### config.mk
export PLATFORM = sky130hd
export DESIGN_NAME = uart_tx_engine
export DESIGN_NICKNAME = d
export VERILOG_FILES = /design/src/rtl/uart_pkg.sv /design/src/rtl/uart_tx_engine.sv
export SDC_FILE = /design/constraint.sdc
export NUM_CORES = 1
export LEC_CHECK = 0
export ABC_AREA = 1
export ABC_CLOCK_PERIOD_IN_PS = 2600
export BUFFER_PORTS_ARGS = -buffer_cell sky130_fd_sc_hd__clkbuf_2
export CORE_MARGIN = 2
export CORE_UTILIZATION = 55
export CTS_BUF_LIST = sky130_fd_sc_hd__clkbuf_16
export CTS_CLUSTER_DIAMETER = 60
export DETAILED_ROUTE_END_ITERATION = 10
export GPL_ROUTABILITY_DRIVEN = 0
export GPL_TIMING_DRIVEN = 0
export PLACE_DENSITY = 0.76
export SETUP_SLACK_MARGIN = 0.5
export SLEW_MARGIN = 20
export SYNTH_ARGS = -nofsm -noshare
export SYNTH_HDL_FRONTEND = slang
export SYNTH_SLANG_ARGS = --single-unit
export TNS_END_PERCENT = 10
### constraint.sdc
create_clock -name clk -period 2.6 [get_ports clk]
set_clock_uncertainty 0.2 [all_clocks]
set_input_delay 0.52 -clock clk [delete_from_list [all_inputs] [get_ports clk]]
set_output_delay 0.52 -clock clk [all_outputs]
set_load 0.05 [all_outputs]
### src/rtl/uart_pkg.sv
// rtl/uart_pkg.sv - shared UART constants and transmit state encoding
package uart_pkg;

  localparam int TICKS_PER_BIT = 16;
  localparam int DATA_BITS     = 8;

  typedef enum logic [2:0] {
    S_IDLE   = 3'd0,
    S_START  = 3'd1,
    S_DATA   = 3'd2,
    S_PARITY = 3'd3,
    S_STOP   = 3'd4
  } uart_tx_state_t;

endpackage

### src/rtl/uart_tx_engine.sv
// rtl/uart_tx_engine.sv - 8N1/8N2 UART transmitter with one-entry holding register
// Optional parity cell after data bit 7 when UART_TX_PARITY_EN is defined.
module uart_tx_engine
  import uart_pkg::*;
#(
  parameter int STOP_BITS  = 1,
  parameter int PARITY_ODD = 0
) (
  input  logic       clk,
  input  logic       rst,
  input  logic       baud_x16_tick,
  input  logic       tx_in_valid,
  output logic       tx_in_ready,
  input  logic [7:0] tx_in_data,
  output logic       uart_tx,
  output logic       tx_busy,
  output logic       tx_frame_done
);

  if ((STOP_BITS != 1 && STOP_BITS != 2) || (PARITY_ODD != 0 && PARITY_ODD != 1)) begin : g_bad_param
    $error("uart_tx_engine: STOP_BITS must be 1 or 2 and PARITY_ODD must be 0 or 1");
  end

  uart_tx_state_t state, state_nxt;
  logic [3:0] tick_counter;
  logic [2:0] bit_index, bit_index_nxt;
  logic       stop_index, stop_index_nxt;
  logic       hold_valid;
  logic [7:0] hold_data;
  logic [7:0] shift_reg, shift_nxt;
  logic       load;
  logic       frame_end;
  logic       tx_nxt;
  logic       bit_end;

  assign bit_end     = baud_x16_tick && (tick_counter == 4'(TICKS_PER_BIT - 1));
  assign tx_in_ready = !hold_valid;
  assign tx_busy     = (state != S_IDLE);

`ifdef UART_TX_PARITY_EN
  logic parity_bit;
  assign parity_bit = (^shift_reg) ^ PARITY_ODD[0];
`endif

  always_comb begin
    state_nxt      = state;
    bit_index_nxt  = bit_index;
    stop_index_nxt = stop_index;
    shift_nxt      = shift_reg;
    load           = 1'b0;
    frame_end      = 1'b0;
    case (state)
      S_IDLE: begin
        // Leaving idle only on a tick keeps the start cell exactly 16 ticks long.
        if (baud_x16_tick && hold_valid) begin
          state_nxt = S_START;
          load      = 1'b1;
        end
      end
      S_START: begin
        if (bit_end) begin
          state_nxt     = S_DATA;
          bit_index_nxt = 3'd0;
        end
      end
      S_DATA: begin
        if (bit_end) begin
          bit_index_nxt = bit_index + 3'd1;
          if (bit_index == 3'(DATA_BITS - 1)) begin
`ifdef UART_TX_PARITY_EN
            state_nxt = S_PARITY;
`else
            state_nxt = S_STOP;
`endif
            stop_index_nxt = 1'b0;
          end
        end
      end
`ifdef UART_TX_PARITY_EN
      S_PARITY: begin
        if (bit_end) begin
          state_nxt      = S_STOP;
          stop_index_nxt = 1'b0;
        end
      end
`endif
      S_STOP: begin
        if (bit_end) begin
          if (stop_index == 1'(STOP_BITS - 1)) begin
            frame_end = 1'b1;
            if (hold_valid) begin
              state_nxt = S_START;
              load      = 1'b1;
            end else begin
              state_nxt = S_IDLE;
            end
          end else begin
            stop_index_nxt = stop_index + 1'b1;
          end
        end
      end
      default: state_nxt = S_IDLE;
    endcase

    if (load) shift_nxt = hold_data;

    // Line level follows the next state so it switches on the same edge as the FSM.
    case (state_nxt)
      S_START: tx_nxt = 1'b0;
      S_DATA:  tx_nxt = shift_nxt[bit_index_nxt];
`ifdef UART_TX_PARITY_EN
      S_PARITY: tx_nxt = parity_bit;
`endif
      default: tx_nxt = 1'b1;
    endcase
  end

  always_ff @(posedge clk) begin
    if (rst) begin
      state         <= S_IDLE;
      tick_counter  <= 4'd0;
      bit_index     <= 3'd0;
      stop_index    <= 1'b0;
      hold_valid    <= 1'b0;
      hold_data     <= 8'h00;
      shift_reg     <= 8'h00;
      uart_tx       <= 1'b1;
      tx_frame_done <= 1'b0;
    end else begin
      state         <= state_nxt;
      bit_index     <= bit_index_nxt;
      stop_index    <= stop_index_nxt;
      shift_reg     <= shift_nxt;
      uart_tx       <= tx_nxt;
      tx_frame_done <= frame_end;

      if (load) begin
        tick_counter <= 4'd0;
      end else if (baud_x16_tick) begin
        tick_counter <= tick_counter + 4'd1;
      end

      if (load) begin
        hold_valid <= 1'b0;
      end else if (tx_in_valid && tx_in_ready) begin
        hold_valid <= 1'b1;
        hold_data  <= tx_in_data;
      end
    end
  end

endmodule

==> results.md, run 1 <==
- CP Buf/Inv Count: 2
- Period utilization: approximately four fifths
- Site row count: 17
- Distinct cells, synth: 24
- Met2 global-route usage: 37.9%
- Syn Area/Cell: 7.71 um^2
- Vias in the first global route: around 1100
- Syn. warnings: 0
- Setup Crit Path Kind: register to register
- Syn-to-layout area delta: 30.1%
- Fmax: ~0.48 GHz
- Synthesis-stage register bit count: 29
- TritonCTS buffer count: 5
- Port Buffers: 14
- Gr busiest metal: met2
- Drt pass-1 iters: 4
- Layout fillers: 155
- Ports: 16
- Synth area leaders: dfxtp_1, nand3_1, nand2_1
- Die W: roughly 52 um
- Peak supply drop: 802 uV
- Yosys top cell area share: a little under half
- CTS tree: done
- Final Hold Fails: 0
- Ant. Diodes: 0
- Hpwl dp: between 1.5 and 2 mm
- Status: completed
- Initial Util: 58.2%
- Worst-path clk slew: 50 ps
- Syn_nets: 183
- Post-Synthesis Cells: 167
- DIE AREA: 2740 um^2
- Worst slack, placed: 133 ps
- Met3 Use GR: 9.43%
- RSZ-0062 raised after global routing: yes
- DR vias/cell: around 5.4
- Post-placement cell count: 209
- TritonCTS Sinks: 29
- Static leakage: between 0.7 and 0.8 nW
- Root Driver: clkbuf_16
- Top delay family on crit path: simple AND/OR/NAND/NOR gates
- Max Transition Viols Final: 0
- R2R setup slack: 510 ps
- Non-filler cells, final: approximately 220
- Initial antenna violation count: 0
- M1 GR Usage: 28.1%
- Final #Nets: 211
- Tot Pwr: 1.07 mW
- Final ANT Viol Nets: 0
- Starting DRC count in detailed routing: 30
- Final instance area: about 1700 um^2
- Critical-path cell list: ha_4, nand2_4, nor2_8, inv_4, ha_4, inv_2, nand4_1, nand2_2, nor2_4, nand3_2, nand3_2, nand3_2, nand3_2, nand2_1
- Hold WS: 266 ps
- Total Wirelength: around 2.9 mm
- Commonest non-fill, non-tap cell in the layout: nand2_1
- Overflow after GRT: 0
- Max Root-Sink Buffers: 2
- Post-synth top area cell: dfxtp_1
- Sequential share of the synthesized area: 45.1%
- CP peak stage delay: 340 ps
- Nature of the critical path endpoint: register
- Worst setup margin: 511 ps
- H-Tree Depth: 2
- Mapped Area: ~1300 um^2
- Slew headroom: about two thirds
- Die outline height: about 52 um
- Crit path DAT: around 2000 ps
- DR vias: 1211
- Setup TNS: 0 ps
- Number of remaining DRC errors: 0
- Max Cap Viol: 0
- Layout Utilization: 75.7%
- Top cell by count, worst path: nand3_2
- Largest net degree at the start of global routing: 11
- Pwr Density: 639 nW/um^2
- Core region area: 2210 um^2
- Worst-margin pin slew: 478 ps
- Avg WL per Cell: 12.8 um
- Layout cells sized above 1: ~30%
- Post-synth ARST share: 0%
- Latest clock arrival within the worst-skew pair: 270 ps
- Startpoint types: register
- Worst path slowest cell: dfxtp_2
- Worst path required time: approximately 2600 ps
- Placed cell area: 1400 um^2
- Crit Path Max Fanout: 5
- GR Util All Layers: 23.4%
- Number of synthesized flops with an enable pin: 0
- First-pass GRT wire length: 4.57 mm
- Crit path time final: 2090 ps
- Most used DFF post-synth: dfxtp_1
- Class of the worst hold path: register to register
- Final Setup Violations: 0
- Commonest cells after routing, fill and taps aside: nand2_1, dfxtp_1, nand3_1
[power by group]
| part | switching (mW) | total (mW) | internal, mW |
|---|---|---|---|
| registers | 0.0112 | 0.473 | 0.462 |
| clock network | 0.172 | 0.512 | 0.339 |
| logic | 0.0550 | 0.0848 | 0.0298 |
[layer usage]
metal / vias to the layer above / part of all wire [%]
li1: 607 / -
met1: 555 / 43
met2: 43 / 50
met3: 6 / 5.1
met4: 0 / 2.0
met5: - / 0
[cells in the mapped netlist (2+ instances only)]
master	n
nand2_1	37
nand3_1	30
dfxtp_1	29
a21oi_1	18
inv_1	14
nor2_1	13
ha_1	4
clkbuf_1	2
inv_2	2
nand2_4	2
nor2_2	2
xor2_1	2
[repair_timing]
| item | CTS | global route |
|---|---|---|
| endpoints found under the setup margin | 1 | 1 |
| pin swaps | 6 | 11 |
| hold buffers | 0 | 0 |
| gates cloned | 0 | 0 |
| resized for setup | 12 | 10 |
| setup buffers | 3 | 4 |
[cell type report]
class | instances | area, um^2 | share of cell area [%]
Clock buffer | 5 | 125 | 7.47
Clock inverter | 2 | 7.51 | 0.448
Inverter | 16 | 62.6 | 3.73
Buffer | 3 | 12.5 | 0.747
Timing Repair Buffer | 21 | 123 | 7.32
Multi-Input combinational cell | 119 | 727 | 43.4
Tap cell | 28 | 35.0 | 2.09
Sequential cell | 29 | 583 | 34.8
[kinds of logic (layout without fill, tap and decap cells)]
kind of cell | after synthesis | in the layout | synth area share [%]
fa+ha+maj | 4 | 4 | 3.89
xor+xnor | 2 | 2 | 1.36
mux | 1 | 1 | 0.777
buf+inv | 19 | 47 | 5.64
compound gates | 21 | 21 | 8.55
simple gates | 91 | 91 | 34.7
flops | 29 | 29 | 45.1
[worst paths after layout]
check,from,depth (start not counted),endpoint
hold reg to reg,hold_data[4],2,hold_data[4]
hold / removal,hold_data[4],2,hold_data[4]
setup / recovery,tick_counter[0],14,uart_tx
setup reg to reg,tick_counter[0],14,uart_tx
[tightest hold or removal path: cells and delay by family (launching register included)]
family           cells  cell delay [ps]
AO/OA/AOI/OAI        1               50
flip-flops           1              310
AND/OR/NAND/NOR      1               60
No activity file was read; power rests on OpenSTA's default activity.
==> run 2: changes to the inputs <==
- ABC_CLOCK_PERIOD_IN_PS: 2600 -> 1760
- CORE_UTILIZATION: 55 -> 50
- PLACE_DENSITY: 0.76 -> 0.73
- clock period: 2.6 -> 1.76 ns (I/O delays scaled with it)
==> run 2 against run 1 <==
Effect of this change: the flow now finishes with violations (negative setup slack); highest routed layer unchanged; first-iteration DRC count down 37%; worst hold slack got worse by 150 ps; global-route usage shrank 1.8 points; final area rose by 3.2%; clock power rose by 51%; critical path type unchanged; fmax is 4.8% higher.
==> results.md, run 2 (synthesized netlist as in run 1, its figures left out) <==
- Worst setup path endpoint: uart_tx (unchanged)
- Root Driver: clkbuf_16 (unchanged)
- TritonCTS Sinks: 29 (unchanged)
- Hpwl dp: 1.88 mm (was 1.82 mm)
- Worst-path clk slew: 50 ps (about the same)
- Nature of the critical path endpoint: register (unchanged)
- Static leakage: 0.787 nW (was 0.792 nW)
- Top cell by count, worst path: nand3_1 (was nand3_2)
- CP Buf/Inv Count: 2 (unchanged)
- Initial antenna violation count: 0 (unchanged)
- Startpoint types: register (unchanged)
- Core region area: 2450 um^2 (was 2210 um^2)
- Commonest cells after routing, fill and taps aside: nand2_1, nand3_1, dfxtp_1 (was nand2_1, dfxtp_1, nand3_1)
- Failing checks: negative setup slack
- Final #Nets: 212 (was 211)
- Setup TNS: -362 ps (was 0 ps)
- Commonest non-fill, non-tap cell in the layout: nand2_1 (unchanged)
- Total Wirelength: 2.76 mm (was 2.86 mm)
- CP peak stage delay: 350 ps (was 340 ps)
- Post-placement cell count: 211 (was 209)
- Crit. Startpoint: tick_counter[0] (unchanged)
- Worst setup margin: -234 ps (was 511 ps)
- RSZ-0062 raised after global routing: yes (unchanged)
- Critical-path cell list: ha_4, nand2_4, nor2_8, inv_4, ha_4, inv_2, nand4_1, nand2_2, nor2_4, nand3_1, nand3_1, nand3_1, nand3_1, nand2_1 (was ha_4, nand2_4, nor2_8, inv_4, ha_4, inv_2, nand4_1, nand2_2, nor2_4, nand3_2, nand3_2, nand3_2, nand3_2, nand2_1)
- TritonCTS buffer count: 5 (unchanged)
- R2R setup slack: -230 ps (was 510 ps)
- Final Hold Fails: 0 (unchanged)
- Final Setup Violations: 5 (was 0)
- Latest clock arrival within the worst-skew pair: 270 ps (about the same)
- Ports: 16 (unchanged)
- Reg2Reg Depth: 14 (unchanged)
- Top delay family on crit path: simple AND/OR/NAND/NOR gates (unchanged)
- Largest net degree at the start of global routing: 11 (unchanged)
- Non-filler cells, final: 227 (was 223)
- Worst slack, placed: -467 ps (was 133 ps)
- Starting DRC count in detailed routing: 19 (was 30)
- H-Tree Depth: 2 (unchanged)
- FF-to-FF Start: tick_counter[0] (unchanged)
- Worst-margin pin slew: 512 ps (was 478 ps)
- First-pass GRT wire length: 4.62 mm (was 4.57 mm)
- Ant. Diodes: 0 (unchanged)
- Port Buffers: 14 (unchanged)
- Die outline height: 54.7 um (was 52.4 um)
- CTS tree: done (unchanged)
- RR Endpoint: uart_tx (unchanged)
- Fmax: 0.502 GHz (was 0.479 GHz)
- Syn-to-layout area delta: 34.3% (was 30.1%)
- Max Transition Viols Final: 0 (unchanged)
- Crit Path Max Fanout: 5 (unchanged)
- Vias in the first global route: 1076 (was 1065)
- Initial Util: 52.4% (was 58.2%)
- Final ANT Viol Nets: 0 (unchanged)
- Status: complete, but fails checks (was completed)
- DR vias/cell: 5.26 (was 5.43)
- Class of the worst hold path: input pin to register (was register to register)
- Overflow after GRT: 0 (unchanged)
- Layout cells sized above 1: 31.0% (was 29.2%)
- GR Util All Layers: 21.6% (was 23.4%)
- Site row count: 18 (was 17)
- Peak supply drop: 835 uV (was 802 uV)
- DR vias: 1193 (was 1211)
- Avg WL per Cell: 12.1 um (was 12.8 um)
- Drt pass-1 iters: 4 (unchanged)
- Worst path slowest cell: dfxtp_2 (unchanged)
- Crit path time final: 1990 ps (was 2090 ps)
- Crit path DAT: 1950 ps (was 2040 ps)
- Number of remaining DRC errors: 0 (unchanged)
- Setup Crit Path Kind: register to register (unchanged)
- Max Root-Sink Buffers: 2 (unchanged)
- DIE AREA: 3000 um^2 (was 2740 um^2)
- Period utilization: 113% (was 80.4%)
- Slew headroom: 65.7% (was 68.0%)
- Crit. path cell count: 14 (unchanged)
- Worst path required time: 1720 ps (was 2550 ps)
- Max Cap Viol: 0 (unchanged)
- Die W: 54.7 um (was 52.4 um)
- Pwr Density: 931 nW/um^2 (was 639 nW/um^2)
==> run 2: how the worst min path moves through the flow <==
stage	from	end	slack, ps	cells after the start
detailed placement	hold_data[7]	hold_data[7]	260	2
global placement	hold_data[6]	hold_data[6]	250	2
global route	tx_in_data[1]	hold_data[1]	130	3
CTS	tx_in_data[3]	hold_data[3]	110	3
finish	tx_in_data[1]	hold_data[1]	120	3
floorplan	hold_data[0]	hold_data[0]	240	2
==> run 2: what timing repair did <==
action                                  in CTS  in global routing
gates cloned                                 0                  1
pin swaps                                    4                  2
endpoints found under the setup margin      33                 33
hold buffers                                 0                  0
setup buffers                                3                  4
gates resized for setup                     21                  4
==> run 2: layout make-up <==
| type | instances | area (um^2) |
|---|---|---|
| buffer | 3 | 12.5 |
| clock buffer | 5 | 125 |
| clock inverter | 3 | 13.8 |
| fill | 212 | 726 |
| inverter | 16 | 62.6 |
| multi-input combinational | 120 | 741 |
| sequential | 29 | 588 |
| tap | 30 | 37.5 |
| timing repair buffer | 21 | 149 |
==> run 2: power by group <==
| part | internal [mW] | switching (mW) |
|---|---|---|
| Sequential | 0.683 | 0.0181 |
| Clock | 0.510 | 0.262 |
| Combinational | 0.0524 | 0.0840 |
| Total | 1.25 | 0.364 |
==> run 2: per-layer routing <==
metal	up-vias	share of wire, %	track usage (%)
met5	-	0	0
met4	0	2.1	7.50
met3	8	3.9	4.92
met2	26	50	37.1
met1	542	44	26.3
li1	617	-	-
==> run 2: through the flow <==
stage / power, mW / utilization [%] / instance area (um^2) / hold slack [ps]
after floorplan: 0.792 / - / 1320 / 241
after global placement: 0.822 / 58.2 / 1430 / 252
after detailed placement: 0.827 / 58.2 / 1430 / 256
after CTS: 1.61 / 67.9 / 1670 / 113
after global routing: 1.68 / 70.4 / 1730 / 131
final: 1.61 / 70.4 / 1730 / 118
==> run 2: worst reg2reg max path, stage by stage, from the launching register on <==
cell	delay, ps
dfxtp_2	350
ha_4	140
nand2_4	60
nor2_8	110
inv_4	50
ha_4	250
inv_2	20
nand4_1	100
nand2_2	90
nor2_4	140
nand3_1	100
nand3_1	80
nand3_1	70
nand3_1	80
nand2_1	40
==> run 3: changes to the inputs <==
- ABC_AREA: 1 -> unset
==> run 3 against run 2 <==
Effect of this change: the flow still finishes with violations (negative setup slack); clock power decreased by 1%; combinational power grew 42%; largest power group unchanged; sequential power about the same; global-route usage is 0.55 points higher; highest routed layer unchanged; worst setup slack got worse by 320 ps; count of clock-buffer cells in the layout is the same; critical path depth shrank 4; critical endpoint unchanged; die area grew 2.5%.
==> results.md, run 3 <==
- Hold WS: 98.1 ps (was 118 ps)
- Internal power: 1.28 mW (was 1.25 mW)
- Number of synthesized flops with an enable pin: 0 (unchanged)
- Final ANT Viol Nets: 0 (unchanged)
- Site row count: 18 (unchanged)
- Drt pass-1 iters: 4 (unchanged)
- Avg WL per Cell: 15.7 um (was 12.1 um)
- Net Sw Power: 0.380 mW (was 0.364 mW)
- Layout fillers: 189 (was 212)
- Clk pwr share: 46.0% (was 48.0%)
- Setup TNS: -1290 ps (was -362 ps)
- Pwr Density: 933 nW/um^2 (was 931 nW/um^2)
- Setup Crit Path Kind: register to register (unchanged)
- Overflow after GRT: 0 (unchanged)
- Root Driver: clkbuf_16 (unchanged)
- Cts hold-fix bufs: 0 (unchanged)
- Static leakage: 0.712 nW (was 0.787 nW)
- Largest net degree at the start of global routing: 11 (unchanged)
- Hold EP: hold_valid (was hold_data[1])
- Startpoint types: register (unchanged)
- CTS tree: done (unchanged)
- DR vias: 1093 (was 1193)
- Synthesis-stage register bit count: 29 (unchanged)
- Die outline height: 55.4 um (was 54.7 um)
- Final #Nets: 177 (was 212)
- Worst path required time: 1700 ps (was 1720 ps)
- Synth area leaders: dfxtp_1, mux2i_1, nor2_1 (was dfxtp_1, nand3_1, nand2_1)
- Layout cells sized above 1: 35.4% (was 31.0%)
- Period utilization: 131% (was 113%)
- Max Cap Viol: 0 (unchanged)
- Failing checks: negative setup slack (unchanged)
- DR vias/cell: 5.72 (was 5.26)
- Final Hold Fails: 0 (unchanged)
- Worst-path clk slew: 50 ps (about the same)
- Commonest non-fill, non-tap cell in the layout: nor2_1 (was nand2_1)
- Post-placement cell count: 179 (was 211)
- TritonCTS Sinks: 29 (unchanged)
- Class of the worst hold path: input pin to register (unchanged)
- Worst slack, placed: -628 ps (was -467 ps)
- Syn-to-layout area delta: 34.5% (was 34.3%)
- Cells on Worst Hold Path: 3 (unchanged)
- H-Tree Depth: 2 (unchanged)
- Crit path time final: 2310 ps (was 1990 ps)
- TritonCTS buffer count: 5 (unchanged)
- First-pass GRT wire length: 5.15 mm (was 4.62 mm)
- Peak supply drop: 1110 uV (was 835 uV)
- Syn_nets: 151 (was 183)
- Number of remaining DRC errors: 0 (unchanged)
- Syn. warnings: 0 (unchanged)
- Yosys top cell area share: 43.9% (was 45.1%)
- Reg2Reg Depth: 10 (was 14)
- Crit Path Max Fanout: 5 (unchanged)
- Status: complete, but fails checks (unchanged)
- Initial Util: 52.9% (was 52.4%)
- Sequential share of the synthesized area: 43.9% (was 45.1%)
- Hpwl dp: 1.82 mm (was 1.88 mm)
- Tot Pwr: 1.66 mW (was 1.61 mW)
- Fmax: 0.432 GHz (was 0.502 GHz)
- Gate power share: 11.6% (was 8.5%)
- Post-synth ARST share: 0% (unchanged)
- Sequential power share: 42.4% (was 43.6%)
- RR Endpoint: uart_tx (unchanged)
- R2R setup slack: -550 ps (was -230 ps)
- Switching share of power: 22.9% (was 22.6%)
- RSZ-0062 raised after global routing: yes (unchanged)
- DIE AREA: 3070 um^2 (was 3000 um^2)
- Total Wirelength: 3.01 mm (was 2.76 mm)
- Die W: 55.4 um (was 54.7 um)
- Ports: 16 (unchanged)
- Hold Startpoint: tx_in_valid (was tx_in_data[1])
- Most common cell in the netlist: nor2_1 (was nand2_1)
- Max Root-Sink Buffers: 2 (unchanged)
- Crit path DAT: 2250 ps (was 1950 ps)
- Layout Utilization: 71.2% (was 70.4%)
- Ant. Diodes: 0 (unchanged)
- Slew headroom: 64.4% (was 65.7%)
- Syn Area/Cell: 9.80 um^2 (was 7.71 um^2)
- Worst setup margin: -553 ps (was -234 ps)
- Commonest cells after routing, fill and taps aside: nor2_1, dfxtp_1, mux2i_1 (was nand2_1, nand3_1, dfxtp_1)
- GR Util All Layers: 22.2% (was 21.6%)
- Core region area: 2500 um^2 (was 2450 um^2)
- Final Setup Violations: 13 (was 5)
- Distinct cells, synth: 38 (was 24)
- Port Buffers: 14 (unchanged)
- Max Transition Viols Final: 0 (unchanged)
- Post-synth top area cell: dfxtp_1 (unchanged)
- Vias in the first global route: 1082 (was 1076)
- Latest clock arrival within the worst-skew pair: 270 ps (about the same)
- Initial antenna violation count: 0 (unchanged)
- Placed cell area: 1460 um^2 (was 1430 um^2)
- Nature of the critical path endpoint: register (unchanged)
- FF-to-FF Start: tick_counter[0] (unchanged)
- List of most frequent post-synthesis cells: nor2_1, dfxtp_1, mux2i_1, clkbuf_1, ha_1 (was nand2_1, nand3_1, dfxtp_1, a21oi_1, inv_1)
- Final instance area: 1780 um^2 (was 1730 um^2)
- Mapped Area: 1320 um^2 (was 1290 um^2)
- Starting DRC count in detailed routing: 27 (was 19)
- Post-Synthesis Cells: 135 (was 167)
- Most used DFF post-synth: dfxtp_1 (unchanged)
- Worst-margin pin slew: 534 ps (was 512 ps)
- Non-filler cells, final: 191 (was 227)
run 3: routing by layer:
metal	vias to the layer above	GRT usage [%]	routed length (um)
met5	-	0	0
li1	518	-	-
met3	8	6.79	147
met2	31	36.1	1480
met4	0	11.5	86
met1	536	26.2	1290
run 3: worst max-delay path, cell delays in order, from the launching register on:
cell and delay, ps:
dfxtp_4 350, ha_4 140, and4_4 230, inv_6 40, ha_4 250, inv_2 20, o22a_1 150, o22a_4 260
mux2i_1 140, a221oi_2 260, o21ai_1 120
run 3: worst max-delay path by stage:
stage	from	end	slack (ps)	depth (start not counted)
6_report	tick_counter[0]	uart_tx	-550	10
4_1_cts	tick_counter[0]	uart_tx	-610	10
5_1_grt	tick_counter[1]	uart_tx	-660	10
3_5_place_dp	tick_counter[1]	uart_tx	-630	10
3_3_place_gp	tick_counter[1]	uart_tx	-580	10
2_1_floorplan	tick_counter[1]	uart_tx	-460	10
run 3: cells by family (layout without fill, tap and decap cells):
family                   count (synthesis)  after routing  share of synthesized area (%)
buffers and inverters                   11             37                           4.07
AND/OR/NAND/NOR                         50             50                           18.9
adder cells (fa/ha/maj)                  4              4                           3.78
AO/OA/AOI/OAI                           17             17                           11.4
multiplexers                            21             21                           15.9
XOR/XNOR                                 3              3                           1.99
flip-flops                              29             29                           43.9
run 3: area by class of cell:
cell class                 count  area, um^2  share of cell area (%)
multi-input combinational     95         787                    44.2
sequential                    29         591                    33.2
timing repair buffer          19         140                    7.88
clock buffer                   5         125                    7.03
buffer                         8        75.1                    4.22
tap                           30        37.5                    2.11
inverter                       3        16.3                   0.914
clock inverter                 2        7.51                   0.422
run 3: power groups by stage:
stage	sequential [mW]	clock (mW)	combinational, mW
2_1_floorplan	0.718	0	0.110
3_3_place_gp	0.715	0	0.147
3_5_place_dp	0.716	0	0.152
4_1_cts	0.704	0.777	0.182
5_1_grt	0.707	0.803	0.209
6_report	0.704	0.764	0.193
run 3: repair_timing:
item | in CTS | in global routing
endpoints found under the setup margin | 32 | 33
buffers inserted | 4 | 0
gates cloned | 1 | 0
pin swaps | 7 | 3
endpoints found under the hold margin | 0 | 0
gates resized for setup | 25 | 24
